===== src/rtl/muldiv_unit.sv =====
// muldiv_unit: iterative RV32M multiply/divide unit.
// Multiplies by one-bit-per-cycle shift-add and divides by restoring division.
// Both paths run on operand magnitudes and fix up the result sign on the way
// into DONE. Normal operations finish 33 edges after the accepting edge.
// Optional macro MULDIV_FAST_SPECIAL_EN: divide-by-zero and signed overflow
// skip the iterations and reach DONE on the first edge after acceptance.
module muldiv_unit #(
  parameter int WIDTH = 32
) (
  input  logic             clk,
  input  logic             rst_n,
  input  logic             start_i,
  input  logic [2:0]       funct3_i,
  input  logic [WIDTH-1:0] rs1_data_i,
  input  logic [WIDTH-1:0] rs2_data_i,
  input  logic [4:0]       rd_addr_i,
  output logic             busy_o,
  output logic             done_o,
  output logic [WIDTH-1:0] result_o,
  output logic [4:0]       wb_addr_o,
  output logic             wb_en_o
);

  typedef enum logic [1:0] {S_IDLE, S_MUL, S_DIV, S_DONE} state_e;

  state_e             state_q;
  logic [2:0]         op_q;
  logic [WIDTH-1:0]   b_q;        // multiplicand (MUL) or divisor (DIV) magnitude
  logic [2*WIDTH-1:0] acc_q;      // {product} or {remainder, quotient}
  logic [5:0]         cnt_q;
  logic               neg_q;      // negate product / quotient on fix-up
  logic               rem_neg_q;  // negate remainder on fix-up
  logic [WIDTH-1:0]   result_q;
  logic [4:0]         wb_addr_q;
  logic               busy_q;
  logic               done_q;

  logic               is_div, a_neg, b_neg, div_zero, div_ovf;
  logic [WIDTH-1:0]   mag_a, mag_b;
  logic [WIDTH:0]     mul_sum, div_rem_sh, div_trial;
  logic [2*WIDTH-1:0] mul_acc_d, div_acc_d, prod_fix;
  logic [WIDTH-1:0]   quo_fix, rem_fix, fix_result;

  // Operand decode on the raw inputs: signedness, magnitudes, special cases.
  // NOTE: every always_comb output gets a default first so no latch is inferred.
  always_comb begin
    is_div   = funct3_i[2];
    a_neg    = 1'b0;
    b_neg    = 1'b0;
    if (is_div) begin
      a_neg = ~funct3_i[0] & rs1_data_i[WIDTH-1];
      b_neg = ~funct3_i[0] & rs2_data_i[WIDTH-1];
    end else begin
      a_neg = (funct3_i[1:0] == 2'b01 || funct3_i[1:0] == 2'b10) & rs1_data_i[WIDTH-1];
      b_neg = (funct3_i[1:0] == 2'b01) & rs2_data_i[WIDTH-1];
    end
    mag_a    = a_neg ? -rs1_data_i : rs1_data_i;
    mag_b    = b_neg ? -rs2_data_i : rs2_data_i;
    div_zero = (rs2_data_i == '0);
    div_ovf  = ~funct3_i[0] && (rs1_data_i == {1'b1, {(WIDTH-1){1'b0}}}) &&
               (rs2_data_i == {WIDTH{1'b1}});
  end

  // One shift-add step, one restoring-division step, and the sign fix-up.
  always_comb begin
    mul_sum    = {1'b0, acc_q[2*WIDTH-1:WIDTH]} + (acc_q[0] ? {1'b0, b_q} : '0);
    mul_acc_d  = {mul_sum, acc_q[WIDTH-1:1]};
    div_rem_sh = {acc_q[2*WIDTH-1:WIDTH], acc_q[WIDTH-1]};
    div_trial  = div_rem_sh - {1'b0, b_q};
    div_acc_d  = div_trial[WIDTH] ? {div_rem_sh[WIDTH-1:0], acc_q[WIDTH-2:0], 1'b0}
                                  : {div_trial[WIDTH-1:0], acc_q[WIDTH-2:0], 1'b1};
    prod_fix   = neg_q ? -acc_q : acc_q;
    quo_fix    = neg_q ? -acc_q[WIDTH-1:0] : acc_q[WIDTH-1:0];
    rem_fix    = rem_neg_q ? -acc_q[2*WIDTH-1:WIDTH] : acc_q[2*WIDTH-1:WIDTH];
    if (op_q[2]) begin
      fix_result = op_q[1] ? rem_fix : quo_fix;
    end else begin
      fix_result = (op_q[1:0] == 2'b00) ? prod_fix[WIDTH-1:0] : prod_fix[2*WIDTH-1:WIDTH];
    end
  end

  // Control FSM and datapath registers with registered busy/done/result.
  // NOTE: the datapath registers are reset too, so an aborted operation leaves nothing behind.
  always_ff @(posedge clk or negedge rst_n) begin
    if (!rst_n) begin
      state_q   <= S_IDLE;
      op_q      <= '0;
      b_q       <= '0;
      acc_q     <= '0;
      cnt_q     <= '0;
      neg_q     <= 1'b0;
      rem_neg_q <= 1'b0;
      result_q  <= '0;
      wb_addr_q <= '0;
      busy_q    <= 1'b0;
      done_q    <= 1'b0;
    end else begin
      // NOTE: non-blocking assignments so every register samples pre-edge values.
      case (state_q)
        S_IDLE: begin
          if (start_i) begin
            op_q      <= funct3_i;
            wb_addr_q <= rd_addr_i;
            busy_q    <= 1'b1;
            cnt_q     <= '0;
            // A zero divisor keeps the all-ones quotient unsigned-looking.
            neg_q     <= (a_neg ^ b_neg) & ~(is_div & div_zero);
            rem_neg_q <= a_neg;
            if (is_div) begin
              state_q <= S_DIV;
              b_q     <= mag_b;
              acc_q   <= {{WIDTH{1'b0}}, mag_a};
`ifdef MULDIV_FAST_SPECIAL_EN
              if (div_zero || div_ovf) begin
                cnt_q <= 6'(WIDTH);
                acc_q <= div_zero ? {mag_a, {WIDTH{1'b1}}}
                                  : {{WIDTH{1'b0}}, 1'b1, {(WIDTH-1){1'b0}}};
              end
`endif
            end else begin
              state_q <= S_MUL;
              b_q     <= mag_a;
              acc_q   <= {{WIDTH{1'b0}}, mag_b};
            end
          end
        end
        S_MUL, S_DIV: begin
          if (cnt_q == 6'(WIDTH)) begin
            result_q <= fix_result;
            done_q   <= 1'b1;
            state_q  <= S_DONE;
          end else begin
            acc_q <= (state_q == S_MUL) ? mul_acc_d : div_acc_d;
            cnt_q <= cnt_q + 6'd1;
          end
        end
        S_DONE: begin
          done_q  <= 1'b0;
          busy_q  <= 1'b0;
          state_q <= S_IDLE;
        end
        default: state_q <= S_IDLE;
      endcase
    end
  end

  // div_ovf only matters to the fast path; keep it referenced in every build.
  logic unused_ovf;
  assign unused_ovf = div_ovf;

  assign busy_o    = busy_q;
  assign done_o    = done_q;
  assign result_o  = result_q;
  assign wb_addr_o = wb_addr_q;
  assign wb_en_o   = done_q && (wb_addr_q != 5'd0);

endmodule


===== config.mk =====
export PLATFORM = sky130hd
export DESIGN_NAME = muldiv_unit
export DESIGN_NICKNAME = d
export VERILOG_FILES = /design/src/rtl/muldiv_unit.sv
export SDC_FILE = /design/constraint.sdc
export NUM_CORES = 1
export LEC_CHECK = 0
export BUFFER_PORTS_ARGS = -buffer_cell sky130_fd_sc_hd__buf_2
export CAP_MARGIN = 20
export CORE_UTILIZATION = 45
export DETAILED_ROUTE_END_ITERATION = 8
export PLACE_DENSITY_LB_ADDON = 0.25
export SYNTH_ARGS = -nofsm -noshare
export SYNTH_HDL_FRONTEND = slang
export SYNTH_SLANG_ARGS = --single-unit

===== constraint.sdc =====
create_clock -name clk -period 4 [get_ports clk]
set_input_delay 0.4 -clock clk [delete_from_list [all_inputs] [get_ports clk]]
set_output_delay 0.4 -clock clk [all_outputs]
set_load 0.1 [all_outputs]

# Word level (Yosys, flattened, before mapping)
# Cells that the tools add are included.
classes:
  add_sub_neg: 8
  eq_ne: 9
  n_mux: 29
  bitwise_logic: 9
  n_reduce_logical: 16
op_table:
  columns: ["cell", "count"]
  rows:
  - ["32-bit two-way mux", 10]
  - ["64-bit two-way mux", 5]
  - ["32-bit negation", 4]
  - ["64-bit case mux with 2 select lines", 1]
  - ["64-bit negation", 1]
  - ["32-bit by 32-bit adder with 33-bit output", 1]
  - ["33-bit by 32-bit subtractor with 33-bit output", 1]
  - ["32-bit logical NOT", 1]
  - ["6-bit two-way mux", 2]
  - ["6-bit case mux with 2 select lines", 1]
  - ["2-bit AND reduction", 5]
  - ["6-bit by 1-bit adder with 6-bit output, second input constant", 1]
  - ["1-bit bitwise AND", 6]
  - ["2-bit equality test, second input constant", 3]
  - ["6-bit equality test, second input constant", 1]
  - ["2-bit two-way mux", 3]
  - ["2-bit inequality test, second input constant", 3]
  - ["2-bit case mux with 3 select lines", 1]
  - ["2-bit nonzero test", 3]
  - ["5-bit nonzero test", 1]
  - ["2-bit by 1-bit equality test with 1-bit output, second input constant", 2]
  - ["2-bit logical NOT", 2]
  - ["1-bit two-way mux", 4]
  - ["1-bit case mux with 2 select lines", 2]
  - ["other kinds (6)", 7]
totals:
  ff_bits: 148
  inputBits: 75
  output_inout_bits: 40
  elab_cells: 82

# Logic depth before layout (Yosys ltp)
depth:
  ltp_word: 8
  depth_mapped: 15

# Worst setup path after synthesis
# OpenSTA, ideal clock, no wires.
synth_path:
  path_type: "register -> register"
  start: "register acc_q[31]"
  end: "register acc_q[52]"
  arrival_time_ps: 3480
  required_ps: 3877
  setup_slack_ps: 397
  stages_incl_launch_ff: 14
  n_path_buf: 1
  path_cell_list: "dfrtp_1 -> inv_1 -> ha_1 -> fa_1 -> nand2b_1 -> a211o_1 -> a211o_1 -> a2111o_1 -> a41o_1 -> a221oi_2 -> buf_4 -> mux2_2 -> o21ai_0 -> nand2_1"
synth_via:
  elab_chain_len: 5
synth_lines:
  columns: ["item", "line", "text"]
  rows:
  - ["start: declaration", "29", "logic [2*WIDTH-1:0] acc_q;"]
  - ["start signal: assignment", "112", "acc_q <= {{WIDTH{1'b0}}, mag_a};"]
  - ["start signal: assignment", "123", "acc_q <= {{WIDTH{1'b0}}, mag_b};"]
  - ["start signal: assignment", "133", "acc_q <= (state_q == S_MUL) ? mul_acc_d : div_acc_d;"]
  - ["33-bit by 32-bit subtractor with 33-bit output", "69", "div_trial = div_rem_sh - {1'b0, b_q};"]
  - ["64-bit two-way mux", "70", "div_acc_d = div_trial[WIDTH] ? {div_rem_sh[WIDTH-1:0], acc_q[WIDTH-2:0], 1'b0}"]
  - ["64-bit two-way mux", "133", null]
  - ["64-bit two-way mux", "128", "if (cnt_q == 6'(WIDTH)) begin"]
  - ["64-bit case mux with 2 select lines", "99", "case (state_q)"]
# No other way between the ends. The select of a mux whose other input is x is not followed.
# A chain may end at the register's enable or synchronous reset.

# Worst setup path after layout
layout_path:
  start: "register b_q[0]"
  end: "register acc_q[44]"
layout_via:
  elab_chain_len: 5
  word_cells_on_any_way: 7
layout_lines:
  columns: ["item", "line", "text"]
  rows:
  - ["start: declaration", "28", "logic [WIDTH-1:0] b_q;"]
  - ["start signal: assignment", "111", "b_q <= mag_b;"]
  - ["start signal: assignment", "122", "b_q <= mag_a;"]
  - ["33-bit by 32-bit subtractor with 33-bit output or 32-bit two-way mux (tied branches)", "69, 66", null]
  - ["64-bit two-way mux or 32-bit by 32-bit adder with 33-bit output (tied branches)", "70, 66", null]
  - ["64-bit two-way mux *", "133", null]
  - ["64-bit two-way mux *", "128", null]
  - ["64-bit case mux with 2 select lines *", "99", null]
# Every way passes the cells marked *; elsewhere a longest branch is shown, timed or not. The select of a mux whose other input is x is not followed.

==> reports/metrics.cfg <==
[outcome]
status = finished clean

[timing]
worst_pin_slew_ns = 1.00
fin_crit_ns = 3.77
finalSetupViolCount = 0
fmax_ghz = 0.266
hold_ws_ns = 0.0680
slew_viol_final = 0
hold_viol = 0
relSlewSlack = 0.331
tns_ns = 0
finClkSkew_ns = 0.0155
rsz0062_at_grt = true
finalCritPeriodShare = 0.942

[logic_synthesis]
synth_top_area_cell = dfrtp_1
synth_seq_cells = 148
synth_area_leaders = dfrtp_1 (25%), a21oi_1 (6.4%), ha_1 (6.3%)
synth_warnings = 0
synth_top_area_frac = 0.251
netlist-cell-type-count = 78
avgSynthCellArea_um2 = 7.59
synth_edf_count = 0
yosysMostFrequentCell = nand2_1
synth_common_cells = nand2_1 (207), a21oi_1 (189), o21ai_0 (180)
synth_ff_type = dfrtp_1
synth_nets = 2099
async_flop_share = 1.00
synthCells = 1948
syn-cell-area_mm2 = 0.0148
seq_area_frac_synth = 0.251

[drt]
wl_per_cell_um = 21.0
drc = 0
top_layer = met4
viasPerCell = 6.06
ant_nets = 0
wl_met2_um = 23000
wl_met1_um = 23700
first_pass_iters = 5
wl_met3_um = 4180
vias = 15064
drtIter0Drc = 1728
routed_wl_um = 52200

[clocking]
clock-sinks = 148
clkTransAtPathRegs_ns = 0.07
clk-insertion-delay-late_ns = 0.45
h-tree-depth = 4
tritoncts = built
cts-buffers-inserted = 17
clk_path_buf_depth = 2
clock-root-buffer = clkbuf_16
hold_buffers = 0

[finish]
finish.instance_area_mm2 = 0.0167
synthToLayoutAreaGrowth_pct = 12.9
fin_util = 0.522
drive_gt1_frac = 0.143
nNetsFinal = 2188
antenna_cells = 0

[flow_run]
cap_violations = 0

[floorplan]
dieWidth_um = 183
rows = 65
ios = 115
start_util = 0.462
die_y_um = 183
core_area_mm2 = 0.0320
dieArea_mm2 = 0.0336

[grt]
grt_max_degree = 100
antenna_found_initial = 0
grt_pass1_wl_um = 81300
grt_pass1_vias = 14073
grt.total_usage = 0.314
grt-ovfl-total = 0

[worst_setup_path]
cp-start-kind = flip-flop
cp_max_fo = 9
r2r_slack_ns = 0.23
worst_ep_arrival_time_ns = 4.11
end_kind = flip-flop
required_ns = 4.34
rr_startpoint = b_q[0]$_DFFE_PN0P_
startpoint = b_q[0]$_DFFE_PN0P_
timing_worst_setup_path_type = flip-flop to flip-flop

[power_and_ir_drop]
total_power_uw = 16800
p_leak_uw = 0.00743
powerDensity_mw_per_mm2 = 1010
irDropWorstVdd_v = 0.000974

[place]
io_buffers = 114
place_area_mm2 = 0.0161
place_congestion = 0.980
dp_hpwl_um = 40400

[worst_hold_path]
hold_path.class = primary input to asynchronous set/reset pin

## state kept, by name (all words and copies together) (netlist names)
name       count
cnt_q          6
done_o         1
result_o      32
b_q           32
acc_q         64
state_q        2
op_q           3
wb_addr_o      5
neg_q          1
rem_neg_q      1
busy_o         1
## power breakdown
part           internal, uW  switching, uW
logic                  4690           7730
registers              2090            683
clock network           856            733
total                  7640           9140
## logic make-up after synthesis
family | share of synthesized area
AND/OR/NAND/NOR | 0.185
AO/OA/AOI/OAI | 0.273
multiplexers | 0.0536
adder cells (fa/ha/maj) | 0.0654
XOR/XNOR | 0.116
flip-flops | 0.251
buffers and inverters | 0.0560
## cell type report
type	count	area, um2
Clock buffer	21	470
Clock inverter	11	91.3
Fill cell	3139	15300
Inverter	80	300
Multi-Input combinational cell	1583	10300
Sequential cell	148	3700
Tap cell	435	544
Timing Repair Buffer	207	1300
## worst max-delay path: stages (launching register included)
cell and delay [ns]:
dfrtp_1 0.40, ha_1 0.25, fa_1 0.42, nand2b_1 0.18, a211o_1 0.30, a211o_1 0.32, a2111o_1 0.39, a41o_1 0.27
a221oi_4 0.26, buf_12 0.17, buf_4 0.21, mux2i_1 0.20, mux2i_1 0.09, a22o_1 0.20
## per-layer routing
| metal | global-route usage | vias up |
|---|---|---|
| li1 | - | 7187 |
| met1 | 0.443 | 7190 |
| met2 | 0.491 | 606 |
| met3 | 0.0502 | 81 |
| met4 | 0.0940 | 0 |
| met5 | 0 | - |
## metrics by stage
stage	cells	setup WS, ns
finish	2485	0.234
floorplan	1948	0.397
global placement	2451	0.143
CTS	2483	0.0443
detailed placement	2451	0.0744
global route	2485	-0.0356
## worst paths after layout
path	endpoint	depth (start not counted)
worst max-delay path	acc_q[44]$_DFFE_PN0P_	13
worst min-delay path	wb_addr_o[1]$_DFFE_PN0P_	1
worst max register to register	acc_q[44]$_DFFE_PN0P_	13
min in group clk	wb_addr_o[1]$_DFFE_PN0P_	2
max in group asynchronous	acc_q[22]$_DFFE_PN0P_	2
worst min register to register	b_q[27]$_DFFE_PN0P_	2
## layout by cell type, fill, tap and decap left out, types with 7 or more instances in the layout
cell       instances
nand2_1          205
a21oi_1          189
o21ai_0          179
nor2_1           176
dfrtp_1          147
buf_2            113
xnor2_1           98
xor2_1            98
buf_4             91
inv_1             78
ha_1              73
mux2i_1           51
nor3_1            36
a211oi_1          35
nand3_1           34
a21o_1            30
mux2_2            25
o31ai_1           24
or3_1             21
o22ai_1           19
a31oi_1           17
clkbuf_16         17
or4_1             16
o211ai_1          15
nor4_1            14
and2_1            14
o221ai_1          14
a22oi_1           14
nand2b_1          13
nand4_1           12
o21a_1            12
a221o_1           11
nor2b_1           10
or2_2              9
o31a_1             9
o41ai_1            9
o21bai_1           7
## what timing repair did
action                                  in CTS  in global routing
endpoints found under the setup margin       0                 15
resized for setup                            0                  4
setup buffers                                0                  2
endpoints found under the hold margin        0                  0
(Power assumes the default switching activity.)
